===== src/rtl/router_pkg.sv =====
// Shared types and width helper for the NoC endpoint.
// Packet layout is {dst_x, dst_y, ctrl[1:0], payload}, MSB first.
package router_pkg;

  typedef enum logic [1:0] {
    TX_IDLE,
    TX_REQ,
    TX_REL
  } tx_state_t;

  typedef enum logic {
    RX_IDLE,
    RX_ACK
  } rx_state_t;

  function automatic int pkt_w(input int payload, input int x_bits, input int y_bits);
    return x_bits + y_bits + 2 + payload;
  endfunction

endpackage


===== src/rtl/sync_ff.sv =====
// Single-bit flop-chain synchronizer for asynchronous handshake inputs.
module sync_ff #(
  parameter int STAGES = 2
) (
  input  logic clk,
  input  logic rst,
  input  logic d,
  output logic q
);

  logic [STAGES-1:0] sync_q;

  always_ff @(posedge clk) begin
    if (!rst) begin
      sync_q <= '0;
    end else begin
      sync_q <= {sync_q[STAGES-2:0], d};
    end
  end

  assign q = sync_q[STAGES-1];

endmodule


===== src/rtl/noc_endpoint.sv =====
// NoC endpoint: local valid/ready ports bridged to 4-phase req/ack links
// toward and from a router that runs on an unrelated clock.
//
// state    | meaning
// TX_IDLE  | ready for a local packet (once ack_sync is low and settled)
// TX_REQ   | net_req_o high, packet held, waiting for ack_sync
// TX_REL   | req dropped, waiting for ack_sync to fall
// RX_IDLE  | waiting for req_sync with an empty buffer
// RX_ACK   | packet captured, net_ack_o high until req_sync falls
module noc_endpoint
  import router_pkg::*;
#(
  parameter int PAYLOAD     = 32,
  parameter int X_BITS      = 1,
  parameter int Y_BITS      = 1,
  parameter int SYNC_STAGES = 2
) (
  input  logic                                          clk,
  input  logic                                          rst,
  input  logic                                          tx_valid,
  output logic                                          tx_ready,
  input  logic [X_BITS-1:0]                             tx_dst_x,
  input  logic [Y_BITS-1:0]                             tx_dst_y,
  input  logic [1:0]                                    tx_ctrl,
  input  logic [PAYLOAD-1:0]                            tx_payload,
  output logic                                          net_req_o,
  input  logic                                          net_ack_i,
  output logic [pkt_w(PAYLOAD, X_BITS, Y_BITS)-1:0]     net_data_o,
  input  logic                                          net_req_i,
  output logic                                          net_ack_o,
  input  logic [pkt_w(PAYLOAD, X_BITS, Y_BITS)-1:0]     net_data_i,
  output logic                                          rx_valid,
  input  logic                                          rx_ready,
  output logic [X_BITS-1:0]                             rx_dst_x,
  output logic [Y_BITS-1:0]                             rx_dst_y,
  output logic [1:0]                                    rx_ctrl,
  output logic [PAYLOAD-1:0]                            rx_payload
);

  localparam int         PKT_W  = pkt_w(PAYLOAD, X_BITS, Y_BITS);
  localparam logic [1:0] SETTLE = 2'(SYNC_STAGES);

  logic ack_sync;
  logic req_sync;

  sync_ff #(.STAGES(SYNC_STAGES)) u_sync_ack (
    .clk (clk),
    .rst (rst),
    .d   (net_ack_i),
    .q   (ack_sync)
  );

  sync_ff #(.STAGES(SYNC_STAGES)) u_sync_req (
    .clk (clk),
    .rst (rst),
    .d   (net_req_i),
    .q   (req_sync)
  );

  tx_state_t        tx_state_q, tx_state_d;
  logic             net_req_q, net_req_d;
  logic [PKT_W-1:0] net_data_q, net_data_d;
  logic [1:0]       settle_q, settle_d;

  rx_state_t        rx_state_q, rx_state_d;
  logic             net_ack_q, net_ack_d;
  logic [PKT_W-1:0] buf_q, buf_d;
  logic             full_q, full_d;

  // Reset clears the ack synchronizer, so a still-high router ack would read
  // as low for a while; hold TX off until the chain has refilled.
  assign tx_ready = (tx_state_q == TX_IDLE) && !ack_sync && (settle_q == 2'd0);

  always_comb begin
    tx_state_d = tx_state_q;
    net_req_d  = net_req_q;
    net_data_d = net_data_q;
    settle_d   = (settle_q != 2'd0) ? settle_q - 2'd1 : settle_q;
    case (tx_state_q)
      TX_IDLE: begin
        if (tx_valid && tx_ready) begin
          net_data_d = {tx_dst_x, tx_dst_y, tx_ctrl, tx_payload};
          net_req_d  = 1'b1;
          tx_state_d = TX_REQ;
        end
      end
      TX_REQ: begin
        if (ack_sync) begin
          net_req_d  = 1'b0;
          tx_state_d = TX_REL;
        end
      end
      TX_REL: begin
        if (!ack_sync) begin
          tx_state_d = TX_IDLE;
        end
      end
      default: tx_state_d = TX_IDLE;
    endcase
  end

  // Capture is gated on full_q, not full_d: a drain and a refill never share an edge.
  always_comb begin
    rx_state_d = rx_state_q;
    net_ack_d  = net_ack_q;
    buf_d      = buf_q;
    full_d     = full_q;
    if (full_q && rx_ready) begin
      full_d = 1'b0;
    end
    case (rx_state_q)
      RX_IDLE: begin
        if (req_sync && !full_q) begin
          buf_d      = net_data_i;
          full_d     = 1'b1;
          net_ack_d  = 1'b1;
          rx_state_d = RX_ACK;
        end
      end
      RX_ACK: begin
        if (!req_sync) begin
          net_ack_d  = 1'b0;
          rx_state_d = RX_IDLE;
        end
      end
      default: rx_state_d = RX_IDLE;
    endcase
  end

  always_ff @(posedge clk) begin
    if (!rst) begin
      tx_state_q <= TX_IDLE;
      net_req_q  <= 1'b0;
      net_data_q <= '0;
      settle_q   <= SETTLE;
      rx_state_q <= RX_IDLE;
      net_ack_q  <= 1'b0;
      buf_q      <= '0;
      full_q     <= 1'b0;
    end else begin
      tx_state_q <= tx_state_d;
      net_req_q  <= net_req_d;
      net_data_q <= net_data_d;
      settle_q   <= settle_d;
      rx_state_q <= rx_state_d;
      net_ack_q  <= net_ack_d;
      buf_q      <= buf_d;
      full_q     <= full_d;
    end
  end

  assign net_req_o  = net_req_q;
  assign net_data_o = net_data_q;
  assign net_ack_o  = net_ack_q;
  assign rx_valid   = full_q;
  assign rx_dst_x   = buf_q[PKT_W-1 -: X_BITS];
  assign rx_dst_y   = buf_q[PAYLOAD+2 +: Y_BITS];
  assign rx_ctrl    = buf_q[PAYLOAD +: 2];
  assign rx_payload = buf_q[PAYLOAD-1:0];

endmodule


===== config.mk =====
export PLATFORM = sky130hd
export DESIGN_NAME = noc_endpoint
export DESIGN_NICKNAME = d
export VERILOG_FILES = /design/src/rtl/router_pkg.sv /design/src/rtl/sync_ff.sv /design/src/rtl/noc_endpoint.sv
export SDC_FILE = /design/constraint.sdc
export NUM_CORES = 1
export LEC_CHECK = 0
export CORE_ASPECT_RATIO = 0.7
export CORE_MARGIN = 8
export CORE_UTILIZATION = 30
export CTS_CLUSTER_DIAMETER = 40
export DETAILED_ROUTE_END_ITERATION = 7
export GPL_ROUTABILITY_DRIVEN = 0
export PLACE_DENSITY_LB_ADDON = 0.25
export SLEW_MARGIN = 15
export SYNTH_ARGS = -nofsm -noshare
export SYNTH_HDL_FRONTEND = slang
export SYNTH_HIERARCHICAL = 1
export SYNTH_SLANG_ARGS = --single-unit

===== constraint.sdc =====
create_clock -name clk -period 3.14 [get_ports clk]
set_clock_uncertainty 0.05 [all_clocks]
set_input_delay 0.628 -clock clk [delete_from_list [all_inputs] [get_ports clk]]
set_output_delay 0.628 -clock clk [all_outputs]
set_load 0.02 [all_outputs]

==> results of run 1 <==
==> synthesized netlist by cell type <==
master and count:
xor2_1 1, buf_12 4, nor3b_2 1, mux2_2 1, nor2b_1 39, o21a_1 2, buf_4 3, nor3b_1 1
nand3b_1 1, and3_1 1, a21oi_1 2, nor4b_4 1, xnor2_1 1, and2_1 5, and2_4 1, dfxtp_1 84
nand2b_1 1, inv_1 3, clkbuf_1 11, nand2_1 74, ha_1 1, mux2i_1 72, buf_2 3, a22oi_1 1
==> metrics by stage <==
step | instances | setup WS (ns) | area [um^2]
floorplan | 314 | 1.44 | 3270
global placement | 584 | 0.988 | 4850
detailed placement | 584 | 0.958 | 4850
CTS | 597 | 0.592 | 5120
global route | 597 | 0.485 | 5120
finish | 597 | 0.632 | 5120
==> state kept, by name, indices dropped and copies added (netlist names) <==
signal             count
buf_q                 36
net_ack_o              1
net_data_o            36
net_req_o              1
rx_state_q             1
rx_valid               1
settle_q               2
tx_state_q             2
u_sync_ack/sync_q      2
u_sync_req/sync_q      2
==> worst min-delay path by stage <==
| stage | slack (ns) | cells after the start | to | from |
|---|---|---|---|---|
| final | 0.39 | 1 | u_sync_req/sync_q[1] | u_sync_req/sync_q[0] |
| after global routing | 0.42 | 1 | u_sync_ack/sync_q[1] | u_sync_ack/sync_q[0] |
| after CTS | 0.40 | 1 | u_sync_req/sync_q[1] | u_sync_req/sync_q[0] |
| after detailed placement | 0.38 | 1 | u_sync_req/sync_q[1] | u_sync_req/sync_q[0] |
| after global placement | 0.38 | 1 | u_sync_ack/sync_q[1] | u_sync_ack/sync_q[0] |
| after floorplan | 0.36 | 1 | u_sync_ack/sync_q[1] | u_sync_ack/sync_q[0] |
==> metal layers <==
metal / wire length, um / GRT usage / vias to the layer above
met3: 676 / 0.0550 / 9
met4: 63 / 0.0370 / 2
met1: 3710 / 0.129 / 1158
met5: 13 / 0 / -
li1: - / - / 1309
met2: 3910 / 0.178 / 72
==> kinds of logic after synthesis <==
group / after synthesis / share of synthesized area
simple gates: 125 / 0.191
mux: 73 / 0.224
flops: 84 / 0.514
buf+inv: 24 / 0.0520
fa+ha+maj: 1 / 0.00382
compound gates: 5 / 0.00994
xor+xnor: 2 / 0.00535
==> power breakdown <==
part / leakage [uW] / switching, uW / internal, uW
clock: 0.000140 / 394 / 621
sequential: 0.000683 / 44.3 / 1150
combinational: 0.000990 / 264 / 330
total: 0.00181 / 702 / 2100
==> area by class of cell <==
cell class | instances | share of cell area
multi-input combinational | 206 | 0.278
sequential | 84 | 0.328
clock inverter | 3 | 0.00781
timing repair buffer | 155 | 0.304
clock buffer | 10 | 0.0466
inverter | 3 | 0.00220
tap | 136 | 0.0332
==> layout by cell type (no fill, tap or decap) <==
cell type          n
inv_1              3
a21oi_1            2
buf_4              2
o21a_1             2
and2_4             1
nand2_1           74
bufinv_16          1
nor2b_1           39
mux2i_1           72
a22oi_1            1
clkdlybuf4s50_1  152
nand2b_1           1
buf_12             1
nor4b_4            1
clkinv_2           2
xor2_1             1
and2_1             5
and3_1             1
xnor2_1            1
dfxtp_1           84
nor3b_4            1
nand3b_1           1
clkbuf_8           1
mux2_2             1
clkbuf_16          9
ha_1               1
nor3b_1            1
==> impl_metrics.tcl, run 1 <==
set metrics [dict create \
    synthCells 314 \
    fill_cells 1022 \
    fin_hold_ws_ns 0.394 \
    critPathLaunchType "flip-flop" \
    crit_buf_inv 2 \
    setup_viol 0 \
    grt_pass1_vias 2531 \
    cp_max_fo 3 \
    grt_max_degree 82 \
    cts_buffer_depth 2 \
    fin_crit_sh 0.799 \
    hpwl_um 6030 \
    power_leakage_uw 0.00181 \
    syn_area_mm2 0.00327 \
    drtIter0Drc 92 \
    end_kind "output port" \
    cp_top_family "buffers and inverters" \
    die_h_um 103 \
    multi_input_area_mm2 0.00143 \
    diodes 0 \
    post_cts_resized 0 \
    wl_per_cell_um 14.0 \
    max_freq_ghz 0.399 \
    cp-endpoint "tx_ready" \
    overflow 0 \
    cts_setup_buffers 0 \
    synth_top_area_cell "dfxtp_1" \
    r2r_slack_ns 1.26 \
    drive_above_1_share 0.0434 \
    seq_area_frac_synth 0.514 \
    tns_ns 0 \
    drt_first_pass_iters 4 \
    p_per_area_mw_per_mm2 547 \
    grt_pass1_wl_um 12900 \
    ys_warn_count 6 \
    critPathSlowestCell "clkdlybuf4s50_1" \
    synth_area_leaders "dfxtp_1 (51%), mux2i_1 (22%), nand2_1 (8.5%), nor2b_1 (7.5%), buf_12 (2.4%)" \
    worstPathArrival_ns 1.83 \
    initial_core_util 0.303 \
    core_mm2 0.0108 \
    maxCapViolations 0 \
    cts_tree "done" \
    grtUsageTotal 0.111 \
    reg2reg_depth 5 \
    num_vias 2550 \
    floorplan.die_area_mm2 0.0146 \
    final_core_util 0.474 \
    antenna_found_initial 1 \
    fin_nets 538 \
    cp_num_cells 4 \
    finalWirelength_um 8370 \
    cpPeakStageDelay_ns 0.66 \
    syn-num-nets 393 \
    outcome "complete, no violations" \
    synth_top_area_frac 0.514 \
    vias_per_cell 4.27 \
    synth_cell_type_count 24 \
    totalPowerFinal_uw 2800 \
    r2r_end "net_data_o[12]" \
    boundaryPins 154 \
    die_x_um 141 \
    synth_seq_cells 84 \
    peakVddDrop_uv 238 \
    route.detailed.drc 0 \
    areaGrowthSynthToFinish_pct 56.6 \
    r2r_start "settle_q[0]" \
    final-seq-area_mm2 0.00168 \
    required_ns 2.46 \
    path_cells "inv_1 > ha_1 > nor4b_4 > clkdlybuf4s50_1" \
    ant_nets 0 \
    holdBufCountCts 0 \
    cp-startpoint "settle_q[0]" \
    critPathKind "flip-flop to output port" \
    clk_latency_ns 0.32 \
    clk_pin_slew_ns 0.06 \
    ctsRootBufferMaster "clkbuf_16" \
    num_rows 32 \
    rsz0062_at_grt "no" \
    numPortBuffers 153 \
    relSlewSlack 0.563 \
    syn_avg_cell_area_um2 10.4 \
    cts.sinks 84 \
    numCtsBuffers 9 \
    tightestPinTransition_ns 0.655 \
    slew_viol_final 0 \
    htreeDepth 3 \
    hold_class "flip-flop to flip-flop" \
    min_period_ns 2.51 \
    hold_viol 0 \
]
No activity file was read; power rests on OpenSTA's default activity.
==> inputs of run 2 (changes only) <==
clock period = 2.55 ns   (was 3.14 ns; I/O delays follow)
==> run 2 against run 1 <==
Power rose by 25%. Critical path depth unchanged. Setup slack got worse by 0.47 ns. Sequential share of layout area down 0.25 points. Non-clock buffer count is 3 higher. Combinational power rose by 26%. Global-route usage increased by 0.51 points. Sequential power up 24%. Cell area up 0.76%. Hold slack worse by 0.0093 ns. Register-to-register slack lost 0.53 ns. Cell count up 1.0%. Largest cell class unchanged. Highest routed layer unchanged.
==> impl_metrics.tcl, run 2 (synthesis results as in run 1) <==
set metrics [dict create \
    max_freq_ghz 0.418 \
    areaGrowthSynthToFinish_pct 57.8 \
    final-seq-area_mm2 0.00168 \
    cts_setup_buffers 0 \
    htreeDepth 3 \
    die_h_um 103 \
    drive_above_1_share 0.0514 \
    p_per_area_mw_per_mm2 679 \
    tightestPinTransition_ns 0.614 \
    end_kind "output port" \
    r2r_start "settle_q[0]" \
    worstPathArrival_ns 1.83 \
    final_common_cell "clkdlybuf4s50_1" \
    route.detailed.drc 0 \
    drt_first_pass_iters 4 \
    power_leakage_uw 0.00183 \
    cp_max_fo 3 \
    hold_viol 0 \
    antenna_found_initial 1 \
    worstHoldStart "u_sync_req/sync_q[0]" \
    cts_tree "done" \
    critPathSlowestCell "clkdlybuf4s50_1" \
    grt_pass1_vias 2694 \
    wl_per_cell_um 14.3 \
    min_period_ns 2.39 \
    diodes 0 \
    critPathLaunchType "flip-flop" \
    grt_max_degree 56 \
    initial_core_util 0.303 \
    required_ns 1.99 \
    boundaryPins 154 \
    grt_pass1_wl_um 13500 \
    relSlewSlack 0.591 \
    num_rows 32 \
    numPortBuffers 153 \
    numCtsBuffers 9 \
    cp-startpoint "settle_q[0]" \
    num_vias 2557 \
    setup_viol 0 \
    outcome "complete, no violations" \
    final_cell_mix "clkdlybuf4s50_1 (152), dfxtp_1 (84), nand2_1 (74)" \
    cpPeakStageDelay_ns 0.66 \
    fin_nets 541 \
    vias_per_cell 4.24 \
    fin_ws_ns 0.158 \
    slew_viol_final 0 \
    hpwl_um 6380 \
    die_x_um 141 \
    fill_cells 1011 \
    peakVddDrop_uv 331 \
    ctsRootBufferMaster "clkbuf_16" \
    grtUsageTotal 0.116 \
    tns_ns 0 \
    preCtsSetupSlack_ns 0.493 \
    finalWirelength_um 8640 \
    ant_nets 0 \
    multi_input_area_mm2 0.00143 \
    fin_crit_sh 0.938 \
    clk_pin_slew_ns 0.06 \
    overflow 0 \
    rsz0062_at_grt "no" \
    cts.sinks 84 \
    post_cts_resized 0 \
    maxCapViolations 0 \
    critPathKind "flip-flop to output port" \
    path_cells "inv_1 > ha_1 > nor4b_4 > clkdlybuf4s50_1" \
    holdBufCountCts 0 \
    hold_class "flip-flop to flip-flop" \
    core_mm2 0.0108 \
    drtIter0Drc 71 \
    clk_latency_ns 0.33 \
    floorplan.die_area_mm2 0.0146 \
    cts_buffer_depth 2 \
]
## run 2: cell count changes in the layout (fill, tap and decap cells not counted)
cell	previous run	this run
buf_4	2	5
clkinv_4	0	1
clkbuf_1	0	2
## run 2: power by group
group / internal, uW / switching [uW]
registers: 1420 / 55.2
clock network: 785 / 504
logic: 416 / 332
## run 2: routing by layer
layer  vias up  part of all wire  global-route usage
met5         -            0.0019                   0
met4         2             0.017              0.0428
met3        12             0.080              0.0536
met2        70              0.48               0.194
met1      1165              0.43               0.130
li1       1308                 -                   -
## run 2: worst max-delay path, delay by kind of cell, from the launching register on
family	cells	cell delay (ns)
adder cells (fa/ha/maj)	1	0.21
buffers and inverters	2	0.71
flip-flops	1	0.32
AND/OR/NAND/NOR	1	0.27
## run 2: path summary, 6_finish.rpt
path / endpoint / slack (ns) / cells past startpoint
hold reg to reg: u_sync_req/sync_q[1] / 0.38 / 1
setup / recovery: tx_ready / 0.16 / 4
setup reg to reg: net_data_o[17] / 0.73 / 6
hold / removal: u_sync_req/sync_q[1] / 0.38 / 1
## run 2: final cells by class
cell class,instances,share of cell area
clock buffers,12,0.0477
clock inverters,4,0.00945
inverters,3,0.00218
multi-input cells,206,0.276
flip-flops and latches,84,0.326
well taps,136,0.0330
repair buffers,158,0.306
## run 2: per-stage QoR
step                      utilization  instances  area (um^2)  total power, uW  hold slack, ns
after floorplan                     -        314         3270             1940           0.362
after global placement          0.450        587         4870             2240           0.371
after detailed placement        0.450        587         4870             2260           0.369
after CTS                       0.478        603         5160             3570           0.384
after global routing            0.478        603         5160             3690           0.414
final                           0.478        603         5160             3510           0.385
==> inputs of run 3 (changes only) <==
CORE_MARGIN = not set   (was 8)
CORE_UTILIZATION = 41   (was 30)
==> run 3 against run 2 <==
Global-route usage is 6.3 points higher. Core utilization is 20 points higher. Non-clock buffer count is 2 lower. Power is 2.7% lower.
==> impl_metrics.tcl, run 3 (synthesis results as in run 1) <==
set metrics [dict create \
    floorplan.die_area_mm2 0.00835 \
    cp_max_fo 3 \
    cts_setup_buffers 0 \
    clk_latency_ns 0.32 \
    setup_viol 0 \
    die_h_um 76.7 \
    drive_above_1_share 0.0432 \
    design_area_mm2 0.00508 \
    core_mm2 0.00751 \
    grt_pass1_vias 2429 \
    ant_nets 0 \
    critPathSlowestCell "clkdlybuf4s50_1" \
    overflow 0 \
    fin_hold_ws_ns 0.384 \
    critPathLaunchType "flip-flop" \
    boundaryPins 154 \
    post_cts_resized 0 \
    critPathKind "flip-flop to output port" \
    power_leakage_uw 0.00181 \
    fin_crit_sh 0.934 \
    relSlewSlack 0.583 \
    clk_pin_slew_ns 0.06 \
    hold_class "flip-flop to flip-flop" \
    num_vias 2501 \
    cts.sinks 84 \
    hold_viol 0 \
    die_x_um 109 \
    min_period_ns 2.38 \
    num_rows 26 \
    p_per_area_mw_per_mm2 672 \
    drt_first_pass_iters 4 \
    wl_per_cell_um 12.8 \
    vias_per_cell 4.46 \
    tightestPinTransition_ns 0.625 \
    grtUsageTotal 0.180 \
    final_core_util 0.676 \
    initial_core_util 0.435 \
    path_cells "inv_1 > ha_1 > nor4b_4 > clkdlybuf4s50_1" \
    areaGrowthSynthToFinish_pct 55.2 \
    fill_cells 621 \
    required_ns 1.99 \
    numPortBuffers 153 \
    rsz0062_at_grt "no" \
    holdBufCountCts 0 \
    grt_pass1_wl_um 11600 \
    ctsRootBufferMaster "clkbuf_16" \
    dpl_cell_area_mm2 0.00481 \
    outcome "complete, no violations" \
    final_common_cell "clkdlybuf4s50_1" \
    route.detailed.drc 0 \
    grt_max_degree 64 \
    antenna_found_initial 0 \
    cpPeakStageDelay_ns 0.68 \
    cts_tree "done" \
    slew_viol_final 0 \
    peakVddDrop_uv 489 \
    tns_ns 0 \
    cts_buffer_depth 2 \
    fin_nets 539 \
    diodes 0 \
    drtIter0Drc 81 \
    numCtsBuffers 9 \
    hpwl_um 5080 \
    htreeDepth 3 \
    final_cell_mix "clkdlybuf4s50_1 (152), dfxtp_1 (84), nand2_1 (74)" \
    end_kind "output port" \
    finalWirelength_um 7180 \
    worstPathArrival_ns 1.82 \
    maxCapViolations 0 \
    max_freq_ghz 0.420 \
]
run 3: stage by stage:
stage / instances / worst slack (ns) / power [uW]
finish: 561 / 0.169 / 3410
global route: 561 / 0.0677 / 3580
CTS: 561 / 0.137 / 3470
detailed placement: 547 / 0.488 / 2230
global placement: 547 / 0.508 / 2220
floorplan: 314 / 0.847 / 1940
run 3: cell type report:
cell class                 instances  area, um^2  area share
sequential                        84        1680       0.331
inverter                           3        11.3     0.00222
multi-input combinational        206        1430       0.281
clock buffer                      11         233      0.0458
clock inverter                     3        40.0     0.00788
timing repair buffer             156        1560       0.308
tap                               98         123      0.0241
run 3: worst paths after layout:
| path | slack, ns | depth (start not counted) | endpoint | startpoint |
|---|---|---|---|---|
| hold reg to reg | 0.38 | 1 | u_sync_req/sync_q[1] | u_sync_req/sync_q[0] |
| hold / removal | 0.38 | 1 | u_sync_req/sync_q[1] | u_sync_req/sync_q[0] |
| setup / recovery | 0.17 | 4 | tx_ready | settle_q[1] |
| setup reg to reg | 0.71 | 5 | net_data_o[33] | settle_q[1] |
run 3: worst max-delay path: cells and delay by family (launching register included):
kind	cells	cell delay [ns]
adder cells (fa/ha/maj)	1	0.21
buffers and inverters	2	0.74
AND/OR/NAND/NOR	1	0.26
flip-flops	1	0.30
run 3: layer usage:
metal | vias up | track usage | share of wire
met3 | 5 | 0.0706 | 0.061
met1 | 1115 | 0.213 | 0.46
met4 | 0 | 0.0608 | 0.0095
met5 | - | 0 | 0
li1 | 1307 | - | -
met2 | 74 | 0.294 | 0.47
run 3: power breakdown:
part | internal [uW] | total, uW | switching (uW)
clock | 744 | 1210 | 469
combinational | 408 | 727 | 319
sequential | 1420 | 1470 | 55.6
